[src/rtl/lfsr_seed_sequencer.sv]
// rtl/lfsr_seed_sequencer.sv - LFSR seed holder and per-frame seed issuer for the segment randomiser
//
// Holds the RNDSIZE-bit LFSR state. The state is loaded once over a 32-bit
// word port, least-significant word first. It is then offered one frame at a
// time over a valid/ready handshake, and advanced by ADVANCE LFSR steps per
// accepted frame.
//
// Ports:
//   clk, rst_n        clock (rising edge), asynchronous active-low reset
//   cfg_load          pulse: begin a seed load (honoured in IDLE/READY only)
//   cfg_word_valid    seed word present on cfg_word
//   cfg_word          32-bit seed word
//   cfg_word_ready    high while loading
//   probability_in    probability code, captured on start
//   start, stop       pulses: READY->RUN, request RUN->READY
//   frame_valid       frame (seed/probability/count) offered
//   frame_ready       downstream accepts the frame
//   seed              current LFSR state
//   probability       latched probability code
//   count             frame index, wraps at 2^COUNTERSIZE
//   busy              high in LOAD and RUN
//   zero_seed_err     sticky: the loaded seed was all-zero and was forced to 1
module lfsr_seed_sequencer #(
    parameter int NB_SEGMENTS = 7,
    parameter int BITSIZE     = 10,
    parameter int RNDSIZE     = 70,
    parameter int ADVANCE     = 1,
    parameter int COUNTERSIZE = 4
) (
    input  logic                   clk,
    input  logic                   rst_n,
    input  logic                   cfg_load,
    input  logic                   cfg_word_valid,
    input  logic [31:0]            cfg_word,
    output logic                   cfg_word_ready,
    input  logic [COUNTERSIZE-1:0] probability_in,
    input  logic                   start,
    input  logic                   stop,
    output logic                   frame_valid,
    input  logic                   frame_ready,
    output logic [RNDSIZE-1:0]     seed,
    output logic [COUNTERSIZE-1:0] probability,
    output logic [COUNTERSIZE-1:0] count,
    output logic                   busy,
    output logic                   zero_seed_err
);

    localparam int NW   = (RNDSIZE + 31) / 32;
    localparam int IDXW = (NW > 1) ? $clog2(NW) : 1;

    // The randomiser slices NB_SEGMENTS*BITSIZE bits out of the state, and
    // the feedback taps reach bit 3.
    generate
        if (RNDSIZE < NB_SEGMENTS * BITSIZE || RNDSIZE < 5 || ADVANCE < 1 || ADVANCE > RNDSIZE) begin : g_bad_cfg
            $error("lfsr_seed_sequencer: illegal parameter combination");
        end
    endgenerate

    typedef enum logic [1:0] {
        S_IDLE  = 2'd0,
        S_LOAD  = 2'd1,
        S_READY = 2'd2,
        S_RUN   = 2'd3
    } state_t;

    state_t            state;
    state_t            state_next;
    logic [IDXW-1:0]   word_idx;
    logic              stop_pending;
    logic [RNDSIZE-1:0] assembled;
    logic [RNDSIZE-1:0] advanced;
    logic              load_start;
    logic              word_fire;
    logic              last_word;
    logic              frame_fire;
    logic              run_start;

    // Same polynomial and shift direction as the downstream randomiser.
    function automatic logic [RNDSIZE-1:0] lfsr_step(input logic [RNDSIZE-1:0] s);
        logic fb;
        fb = s[RNDSIZE-1] ^ s[3] ^ s[2] ^ s[0];
        return {s[RNDSIZE-2:0], fb};
    endfunction

    always_comb begin
        advanced = seed;
        for (int i = 0; i < ADVANCE; i++) begin
            advanced = lfsr_step(advanced);
        end
    end

    // Current seed with the incoming word merged at the active word slot.
    // Word bits landing at or above RNDSIZE simply have no destination.
    always_comb begin
        assembled = seed;
        for (int i = 0; i < RNDSIZE; i++) begin
            if (32'(word_idx) == 32'(i / 32)) begin
                assembled[i] = cfg_word[i % 32];
            end
        end
    end

    assign load_start = cfg_load && (state == S_IDLE || state == S_READY);
    assign word_fire  = cfg_word_valid && (state == S_LOAD);
    assign last_word  = (word_idx == IDXW'(NW - 1));
    assign frame_fire = frame_valid && frame_ready;
    assign run_start  = (state == S_READY) && start && !cfg_load;

    always_ff @(posedge clk or negedge rst_n) begin
        if (!rst_n) begin
            state <= S_IDLE;
        end else begin
            state <= state_next;
        end
    end

    always_comb begin
        state_next     = state;
        frame_valid    = 1'b0;
        cfg_word_ready = 1'b0;
        busy           = 1'b0;
        case (state)
            S_IDLE: begin
                if (cfg_load) begin
                    state_next = S_LOAD;
                end
            end
            S_LOAD: begin
                cfg_word_ready = 1'b1;
                busy           = 1'b1;
                if (word_fire && last_word) begin
                    state_next = S_READY;
                end
            end
            S_READY: begin
                // A reload request wins over a simultaneous start.
                if (cfg_load) begin
                    state_next = S_LOAD;
                end else if (start) begin
                    state_next = S_RUN;
                end
            end
            S_RUN: begin
                frame_valid = 1'b1;
                busy        = 1'b1;
                // Leave only on a handshake so an offered frame is never withdrawn.
                if (frame_ready && (stop || stop_pending)) begin
                    state_next = S_READY;
                end
            end
            default: begin
                state_next = S_IDLE;
            end
        endcase
    end

    always_ff @(posedge clk or negedge rst_n) begin
        if (!rst_n) begin
            seed          <= '0;
            probability   <= '0;
            count         <= '0;
            word_idx      <= '0;
            zero_seed_err <= 1'b0;
            stop_pending  <= 1'b0;
        end else begin
            if (load_start) begin
                word_idx      <= '0;
                zero_seed_err <= 1'b0;
                count         <= '0;
                stop_pending  <= 1'b0;
            end

            if (word_fire) begin
                word_idx <= word_idx + 1'b1;
                if (last_word && assembled == '0) begin
                    // An all-zero state would lock the LFSR; force a live seed.
                    seed          <= {{(RNDSIZE-1){1'b0}}, 1'b1};
                    zero_seed_err <= 1'b1;
                end else begin
                    seed <= assembled;
                end
            end

            if (run_start) begin
                probability  <= probability_in;
                stop_pending <= 1'b0;
            end

            if (state == S_RUN) begin
                if (frame_fire) begin
                    seed  <= advanced;
                    count <= count + 1'b1;
                    if (stop || stop_pending) begin
                        stop_pending <= 1'b0;
                    end
                end else if (stop) begin
                    stop_pending <= 1'b1;
                end
            end
        end
    end

endmodule

[config.mk]
export PLATFORM = sky130hd
export DESIGN_NAME = lfsr_seed_sequencer
export DESIGN_NICKNAME = d
export VERILOG_FILES = /design/src/rtl/lfsr_seed_sequencer.sv
export SDC_FILE = /design/constraint.sdc
export NUM_CORES = 1
export LEC_CHECK = 0
export BUFFER_PORTS_ARGS = -buffer_cell sky130_fd_sc_hd__buf_2
export CAP_MARGIN = 30
export CORE_ASPECT_RATIO = 1.5
export CORE_MARGIN = 8
export CORE_UTILIZATION = 45
export CTS_BUF_LIST = sky130_fd_sc_hd__clkbuf_4 sky130_fd_sc_hd__clkbuf_8
export DETAILED_ROUTE_END_ITERATION = 16
export PLACE_DENSITY = 0.8
export SETUP_SLACK_MARGIN = 0.02
export SYNTH_ARGS = -nofsm -noshare
export SYNTH_HDL_FRONTEND = slang
export SYNTH_SLANG_ARGS = --single-unit
[constraint.sdc]
create_clock -name clk -period 4 [get_ports clk]
set_input_delay 0.2 -clock clk [delete_from_list [all_inputs] [get_ports clk]]
set_output_delay 0.2 -clock clk [all_outputs]
set_load 0.01 [all_outputs]
==> impl_metrics.yaml, run 1 <==
outcome:
  status: "finished, final reports clean"
finish:
  drive_gt1_frac: 0.282
  syn2layout_area_growth_pct: 22.1
  mostFrequentLayoutCells: "buf_2, nand2_1, dfrtp_1, o21ai_1, mux2i_1"
  fill_cells: 815
  layout_commonest_cell: "buf_2"
  finalInstanceArea_um2: 5170
  fin_nets: 588
  post-route-util: 0.562
  fin_cells: 659
sta:
  maxSlewViolCount: 0
  skew_ps: 10.4
  finalCriticalPeriod_ps: 2180
  hold_ws_ps: 59.6
  fin_tns_setup_ps: 0
  setup_viol_count_final: 0
  fmax_mhz: 458
  slew_headroom: 0.608
  tightestPinTransition_ps: 585
  rsz0062_at_grt: "false"
  finalHoldViolCount: 0
  fin_crit_sh: 0.546
  worst_slack_ps: 1820
placed_design:
  post-place-ws_ps: 1880
  port_buffers: 124
  dpl.hpwl_um: 9930
  dpl-instance-area_um2: 4900
  post-place-cells: 640
  gp_congestion: 0.870
setup_path:
  worstSetupStartpointType: "flop"
  worstSetupEndpointType: "flop"
  crit_fanout: 8
  crit_type: "flop to flop"
  required_ps: 4310
  crit_arrival_ps: 2490
route:
  drtAntennaViolNets: 0
  wl_per_cell_um: 20.2
  drc: 0
  wl_um: 13300
  vias: 3806
  drtIter0Drc: 342
  first_pass_iters: 5
  via_per_inst: 5.78
yosys:
  synth_top_cell_area_share: 0.496
  synth.distinct_cells: 38
  yosysSeqAreaShare: 0.496
  yosys.area.top_type: "dfrtp_1"
  synth-seq-cells: 84
  synth_fp_nets: 476
  synth_area_um2: 4240
  synthTopCellsByArea: "dfrtp_1, mux2i_1, o21ai_1, nand2_1, nor4_1"
  syn-instance-count: 429
  yosys_warnings: 0
  synth_area_per_cell_um2: 9.88
floorplan:
  core-area_um2: 9200
  rows: 43
  dieWidth_um: 95.2
  initial_utilization: 0.460
  die_height_um: 135
  fp.dieArea_um2: 12800
  top_level_ports: 125
grt:
  antenna_found_initial: 1
  gr-total-overflow: 0
  grt_max_degree: 70
  grt_pass1_vias: 3918
  grt_pass1_wl_um: 20900
  grt_usage: 0.212
clock_network:
  clockBufferDepth: 2
  cts_buffers: 9
  cts-root-buf: "clkbuf_8"
  clk_pin_slew_worst_paths_ps: 90
  cts_setup_buffers: 0
  h-tree-depth: 3
  cts_tree: "done"
  cts-resized-gates: 0
  insertion_delay_ps: 370
  clock_sinks: 84
pwr:
  powerDensity_nw_per_um2: 799
  irDropWorstVdd_mv: 0.468
  power.leakage_nw: 2.73
  power_mw: 4.14
min_path:
  hold_path.class: "input pin to flop"
flow_run:
  drv_cap: 0
[logic make-up after synthesis]
kind of cell / share of synthesized area
xor+xnor: 0.00620
mux: 0.176
fa+ha+maj: 0.0118
compound gates: 0.110
flops: 0.496
buf+inv: 0.0384
simple gates: 0.161
[critical path, cell delays in order, from the launching register on]
cell and delay [ps]:
dfrtp_1 410, inv_1 90, ha_1 320, nor4_1 390, nand4_1 180, nor4_2 250
a21oi_1 140, nor3_2 230, a211o_1 120
[cell type report]
class | instances | area, um^2 | area share
sequential | 84 | 2100 | 0.406
multi-input combinational | 313 | 1980 | 0.382
timing repair buffer | 130 | 711 | 0.137
clock buffer | 11 | 145 | 0.0281
tap | 112 | 140 | 0.0271
clock inverter | 5 | 83.8 | 0.0162
inverter | 3 | 11.3 | 0.00218
antenna | 1 | 2.50 | 0.000484
[cells in the mapped netlist]
cell type	number
nor4b_1	1
nor4_1	18
nor3_1	4
clkbuf_1	13
o21ai_1	74
ha_1	4
buf_4	7
dfrtp_1	84
o221ai_1	1
a21oi_1	6
nand2b_1	1
a22oi_1	1
nand3b_1	2
buf_6	1
nor2_1	6
xnor2_1	2
mux2_2	4
and4bb_1	1
and3b_1	2
xor2_1	1
nor4_2	2
a21o_1	1
o211ai_1	2
nand3_1	5
nand2_2	1
or4_1	2
a211o_1	1
buf_1	1
o21ai_0	4
buf_2	7
nor3_2	1
mux2i_1	70
inv_1	3
and3_1	2
and2_1	1
nand4_1	6
nor2b_1	1
nand2_1	86
[per-layer routing]
layer / routed length [um] / vias up / GRT usage
li1: - / 1753 / -
met1: 4940 / 1850 / 0.234
met2: 6880 / 162 / 0.354
met3: 887 / 41 / 0.0456
met4: 615 / 0 / 0.141
met5: 0 / - / 0
[power by group]
| group | leakage, nW | total (mW) | switching, mW | internal, mW |
|---|---|---|---|---|
| registers | 1.04 | 1.74 | 0.493 | 1.25 |
| logic | 1.57 | 1.69 | 0.942 | 0.751 |
| clock network | 0.110 | 0.701 | 0.323 | 0.378 |
[timing repair]
item / CTS / global route
endpoints found under the hold margin: 15 / 0
hold buffers: 1 / 0
endpoints found under the setup margin: 0 / 0
[sequential cells by signal, indices dropped and copies added, names as in the netlist]
register / count
seed: 70
count: 4
probability: 4
state: 2
word_idx: 2
stop_pending: 1
zero_seed_err: 1
[path summary, 6_finish.rpt]
| path | end | depth (start not counted) | start | slack (ps) |
|---|---|---|---|---|
| setup / recovery | seed[0] | 8 | word_idx[0] | 1820 |
| hold / removal | probability[1] | 2 | probability_in[1] | 60 |
| setup reg to reg | seed[0] | 8 | word_idx[0] | 1820 |
| hold reg to reg | count[3] | 1 | count[3] | 480 |
| max in group asynchronous | seed[26] | 3 | rst_n | 3160 |
| min in group asynchronous | seed[9] | 2 | rst_n | 230 |
Power figures use the tool's default switching activity.
==> run 2: changes to the inputs <==
clock period = 2.2 ns   (was 4 ns; I/O delays follow)
==> run 2 against run 1 <==
  * Flip-flop and latch count unchanged
  * Non-clock buffer count increased by 8
  * Clock power increased by 47%
  * Maximum frequency increased by 9.3%
  * Setup slack got worse by 1600 ps
  * Worst hold slack got worse by 13 ps
  * Via count decreased by 0.58%
  * Critical endpoint unchanged
  * Largest power group unchanged
==> impl_metrics.yaml, run 2 (synthesis gave the netlist of run 1 again) <==
placed_design:
  dpl-instance-area_um2: 4940
  gp_congestion: 0.945
  dpl.hpwl_um: 10200
  port_buffers: 124
sta:
  fin_crit_sh: 0.908
  finalCriticalPeriod_ps: 2000
  tightestPinTransition_ps: 592
  hold_ws_ps: 46.1
  maxSlewViolCount: 0
  slew_headroom: 0.605
  skew_ps: 10.6
  finalHoldViolCount: 0
  setup_viol_count_final: 0
  rsz0062_at_grt: "false"
  fmax_mhz: 501
  fin_tns_setup_ps: 0
floorplan:
  die_height_um: 135
  core-area_um2: 9200
  initial_utilization: 0.460
  dieWidth_um: 95.2
  top_level_ports: 125
  rows: 43
  fp.dieArea_um2: 12800
grt:
  grt_pass1_vias: 3896
  gr-total-overflow: 0
  antenna_found_initial: 0
  grt_pass1_wl_um: 21200
  grt_usage: 0.215
  grt_max_degree: 80
pwr:
  p_int_mw: 4.14
  power.switching_mw: 3.18
  irDropWorstVdd_mv: 0.890
  p_clk_frac: 0.141
  combPwrFrac: 0.427
  switching_share: 0.434
  powerDensity_nw_per_um2: 1410
  seqPwrFrac: 0.432
  power.leakage_nw: 2.74
clock_network:
  clock_sinks: 84
  cts-root-buf: "clkbuf_8"
  cts_setup_buffers: 0
  cts_buffers: 9
  cts_tree: "done"
  h-tree-depth: 3
  clk_pin_slew_worst_paths_ps: 80
  clockBufferDepth: 2
  insertion_delay_ps: 360
setup_path:
  required_ps: 2500
  worstSetupEndpointType: "flop"
  path_cells: "inv_1 -> ha_1 -> nor4_2 -> nand4_1 -> nor4_2 -> a21oi_1 -> nor3_2 -> a211o_1"
  slowest_delay_ps: 400
  crit_fanout: 8
  slowest_stage: "dfrtp_1"
  crit_arrival_ps: 2300
  worstSetupStartpointType: "flop"
  crit_type: "flop to flop"
  cpMostUsedCell: "nor4_2"
  reg2reg_depth: 8
finish:
  multiInputGateArea_um2: 1980
  syn2layout_area_growth_pct: 22.4
  finalInstanceArea_um2: 5190
  post-route-util: 0.564
  regMostFlops: "seed"
  layout_commonest_cell: "buf_2"
  drive_gt1_frac: 0.285
  fin_nets: 596
  mostFrequentLayoutCells: "buf_2, nand2_1, dfrtp_1, o21ai_1, mux2i_1"
  antenna_cells: 0
  reg_top3: "seed: 70 flops, count: 4 flops, probability: 4 flops"
  fill_cells: 828
  largest_reg_flops: 70
  regArea_um2: 2100
route:
  wl_per_cell_um: 20.0
  wl_um: 13300
  drc: 0
  drtAntennaViolNets: 0
  drtIter0Drc: 247
  vias: 3784
  first_pass_iters: 5
  via_per_inst: 5.68
flow_run:
  drv_cap: 0
min_path:
  hold_depth: 3
  hold_path.class: "input pin to flop"
outcome:
  status: "finished, final reports clean"
-- run 2: cell types whose count changed in the layout (fill, tap and decap cells not counted), moves of 2 or more --
| cell | delta |
|---|---|
| buf_16 | -2 |
| bufinv_16 | -2 |
| clkinvlp_4 | -2 |
| buf_4 | +3 |
| clkinv_2 | +3 |
| dlygate4sd3_1 | +5 |
| buf_12 | +2 |
-- run 2: final cells by class --
type | count | area share
multi-input cells | 313 | 0.382
clock buffers | 12 | 0.0306
well taps | 112 | 0.0270
inverters | 3 | 0.00217
flip-flops and latches | 84 | 0.405
repair buffers | 138 | 0.148
clock inverters | 4 | 0.00458
-- run 2: critical path: cells and delay by family (launching register included) --
family	cells	cell delay (ps)
adders and majority gates	1	310
AOI/OAI and AO/OA	2	250
DFF	1	400
buffers and inverters	1	90
and+or+nand+nor	4	880
-- run 2: repair_timing --
action	CTS	global route
resized for setup	0	1
hold buffers	6	0
setup endpoints to repair	0	2
endpoints found under the hold margin	48	0
-- run 2: routing by layer --
layer | vias to the layer above | global-route usage | part of all wire
met5 | - | 0 | 0
met4 | 0 | 0.107 | 0.032
met3 | 29 | 0.0539 | 0.066
met2 | 139 | 0.367 | 0.53
met1 | 1853 | 0.239 | 0.37
li1 | 1763 | - | -
-- run 2: power by group through the flow --
stage               Clock (mW)  Sequential, mW  Combinational (mW)
finish                    1.03            3.16                3.12
global route              1.13            3.26                3.43
CTS                       1.06            3.13                3.16
detailed placement           0            3.16                3.14
global placement             0            3.13                3.04
floorplan                    0            3.22                1.63
-- run 2: final timing paths --
path / slack (ps) / from / endpoint
max reg2reg: 200 / word_idx[0] / seed[0]
min: 50 / start / state[0]
max in group asynchronous: 1280 / rst_n / seed[61]
min reg2reg: 490 / count[3] / count[3]
min in group asynchronous: 290 / rst_n / seed[7]
max: 200 / word_idx[0] / seed[0]
-- run 2: stage by stage --
stage	std cells	total power, mW	setup WS, ps
floorplan	429	4.85	402
global placement	644	6.17	345
detailed placement	644	6.30	242
CTS	666	7.35	243
global route	666	7.82	4.81
finish	666	7.31	202
==> run 3: changes to the inputs <==
ABC_AREA = 1   (was not set)
PLACE_DENSITY = 0.78   (was 0.8)
==> run 3 against run 2 <==
  * Cell area increased by 19%
  * Setup slack got worse by 66 ps
  * Sequential power decreased by 5%
  * Critical endpoint unchanged
==> impl_metrics.yaml, run 3 <==
pwr:
  switching_share: 0.484
  p_int_mw: 4.88
  power.leakage_nw: 3.16
  p_clk_frac: 0.107
  seqPwrFrac: 0.318
  power_mw: 9.45
  irDropWorstVdd_mv: 0.781
  power.switching_mw: 4.58
  powerDensity_nw_per_um2: 1530
  combPwrFrac: 0.575
yosys:
  yosys.area.top_type: "dfrtp_1"
  synth.distinct_cells: 24
  yosysSeqAreaShare: 0.418
  synth_edf_count: 0
  synth_fp_nets: 776
  synth_area_um2: 5020
  synthTopCellsByArea: "dfrtp_1, nand2_1, a21oi_1, o21ai_0, nor2_1"
  yosys_warnings: 0
  synth_top_cell_area_share: 0.418
  syn-instance-count: 729
  synth-seq-cells: 84
  synth_most_common_cell: "nand2_1"
  synth_area_per_cell_um2: 6.89
  ys.flop_type: "dfrtp_1"
  netlist_top_cells_count: "nand2_1, nor2_1, dfrtp_1"
  async_flop_share: 1.00
floorplan:
  fp.dieArea_um2: 14900
  rows: 47
  initial_utilization: 0.459
  die_height_um: 145
  top_level_ports: 125
  core-area_um2: 10900
  dieWidth_um: 102
route:
  top_layer: "met4"
  drtIter0Drc: 363
  wl_um: 15700
  via_per_inst: 5.30
  wl_met1_um: 5980
  routed-wl-met2_um: 7930
  first_pass_iters: 5
  vias: 5282
  drc: 0
  drtAntennaViolNets: 0
  wl_per_cell_um: 15.7
  route.met3.wl_um: 1000
finish:
  largest_reg_flops: 70
  antenna_cells: 0
  mostFrequentLayoutCells: "nand2_1, buf_2, dfrtp_1, nor2_1, a21oi_1"
  regMostFlops: "seed"
  syn2layout_area_growth_pct: 23.3
  multiInputGateArea_um2: 2450
  fin_cells: 996
  fill_cells: 1121
  reg_top3: "seed: 70 flops, count: 4 flops, probability: 4 flops"
  fin_nets: 892
  layout_commonest_cell: "nand2_1"
  regArea_um2: 2100
  drive_gt1_frac: 0.212
  finalInstanceArea_um2: 6190
grt:
  grt_pass1_vias: 5049
  gr-total-overflow: 0
  grt_pass1_wl_um: 24200
  antenna_found_initial: 0
  grt_max_degree: 82
  grt_usage: 0.205
setup_path:
  worstSetupStartpointType: "flop"
  required_ps: 2490
  crit_type: "flop to flop"
  crit_fanout: 20
  crit_arrival_ps: 2360
  worstSetupEndpointType: "flop"
  cp-startpoint: "word_idx[0]"
  r2r-start: "word_idx[0]"
flow_run:
  drv_cap: 0
outcome:
  status: "finished, final reports clean"
clock_network:
  clk_pin_slew_worst_paths_ps: 90
  cts_buffers: 9
  clock_sinks: 84
  clockBufferDepth: 2
  cts-root-buf: "clkbuf_8"
  insertion_delay_ps: 370
  h-tree-depth: 3
  cts_tree: "done"
min_path:
  hold_path.class: "input pin to flop"
  hp-start: "start"
sta:
  finalCriticalPeriod_ps: 2060
  finalHoldViolCount: 0
  rsz0062_at_grt: "true"
  slew_headroom: 0.678
  skew_ps: 13.1
  tightestPinTransition_ps: 482
  fin_crit_sh: 0.938
  setup_viol_count_final: 0
  maxSlewViolCount: 0
  fmax_mhz: 485
placed_design:
  post-place-cells: 970
  port_buffers: 124
  gp_congestion: 0.874
  dpl-instance-area_um2: 5800
  dpl.hpwl_um: 11200
## run 3: cell count changes after synthesis, moves of 63 or more
cell | before | now
nor2_1 | 6 | 87
nand2_1 | 86 | 207
inv_1 | 3 | 82
a21oi_1 | 6 | 81
o21ai_1 | 74 | 11
o21ai_0 | 4 | 68
mux2i_1 | 70 | 0
## run 3: repair_timing
item                                    4_1_cts  5_1_grt
hold buffers                                  6        0
endpoints found under the hold margin        39        0
endpoints found under the setup margin        0        2
gates resized for setup                       0       30
setup buffers                                 0        1
## run 3: cell type report
cell class	instances	share of cell area
clock buffers	10	0.0212
multi-input cells	516	0.396
clock inverters	5	0.00485
well taps	147	0.0297
flip-flops and latches	84	0.339
inverters	84	0.0525
repair buffers	150	0.156
## run 3: path summary, 6_finish.rpt
path | endpoint | slack [ps] | cells past startpoint
setup / recovery | seed[0] | 140 | 13
hold / removal | state[0] | 50 | 3
setup reg to reg | seed[0] | 140 | 13
hold reg to reg | count[3] | 500 | 1
max in group asynchronous | seed[64] | 1370 | 3
min in group asynchronous | seed[32] | 230 | 2
## run 3: cells by family after synthesis
logic type,synth area share
and+or+nand+nor,0.230
DFF,0.418
buffers and inverters,0.107
AOI/OAI and AO/OA,0.220
xor gates and xnor gates,0.00523
muxes,0.00896
adders and majority gates,0.00996
## run 3: through the flow
step / util / hold slack, ps / TNS [ps] / worst slack (ps)
3_3_place_gp: 0.531 / 109 / 0 / 115
6_report: 0.566 / 50.7 / 0 / 136
3_5_place_dp: 0.531 / 112 / 0 / 62.1
5_1_grt: 0.566 / 99.7 / -3.59 / -3.59
2_1_floorplan: - / -186 / 0 / 428
4_1_cts: 0.551 / 41.5 / 0 / 42.0
## run 3: worst max-delay path, cell delays in order, from the launching register on
cell and delay (ps):
dfrtp_1 430, inv_2 140, ha_4 250, clkbuf_16 210, o21ai_0 150, nor2_1 140, nand2_1 60, nor2_1 100
nand2_1 80, nor2_2 110, nand3_2 90, nand2_1 60, nand2_1 50, a21oi_1 110
## run 3: power by group through the flow
stage | sequential [mW] | clock [mW] | combinational (mW)
after floorplan | 3.19 | 0 | 3.15
after global placement | 3.00 | 0 | 4.99
after detailed placement | 3.01 | 0 | 5.07
after CTS | 2.98 | 1.01 | 5.09
after global routing | 3.12 | 1.07 | 6.09
final | 3.01 | 1.01 | 5.44
## run 3: layer usage
layer | up-vias | track usage
met5 | - | 0
met3 | 58 | 0.0460
met4 | 0 | 0.120
met2 | 217 | 0.342
li1 | 2582 | -
met1 | 2425 | 0.230
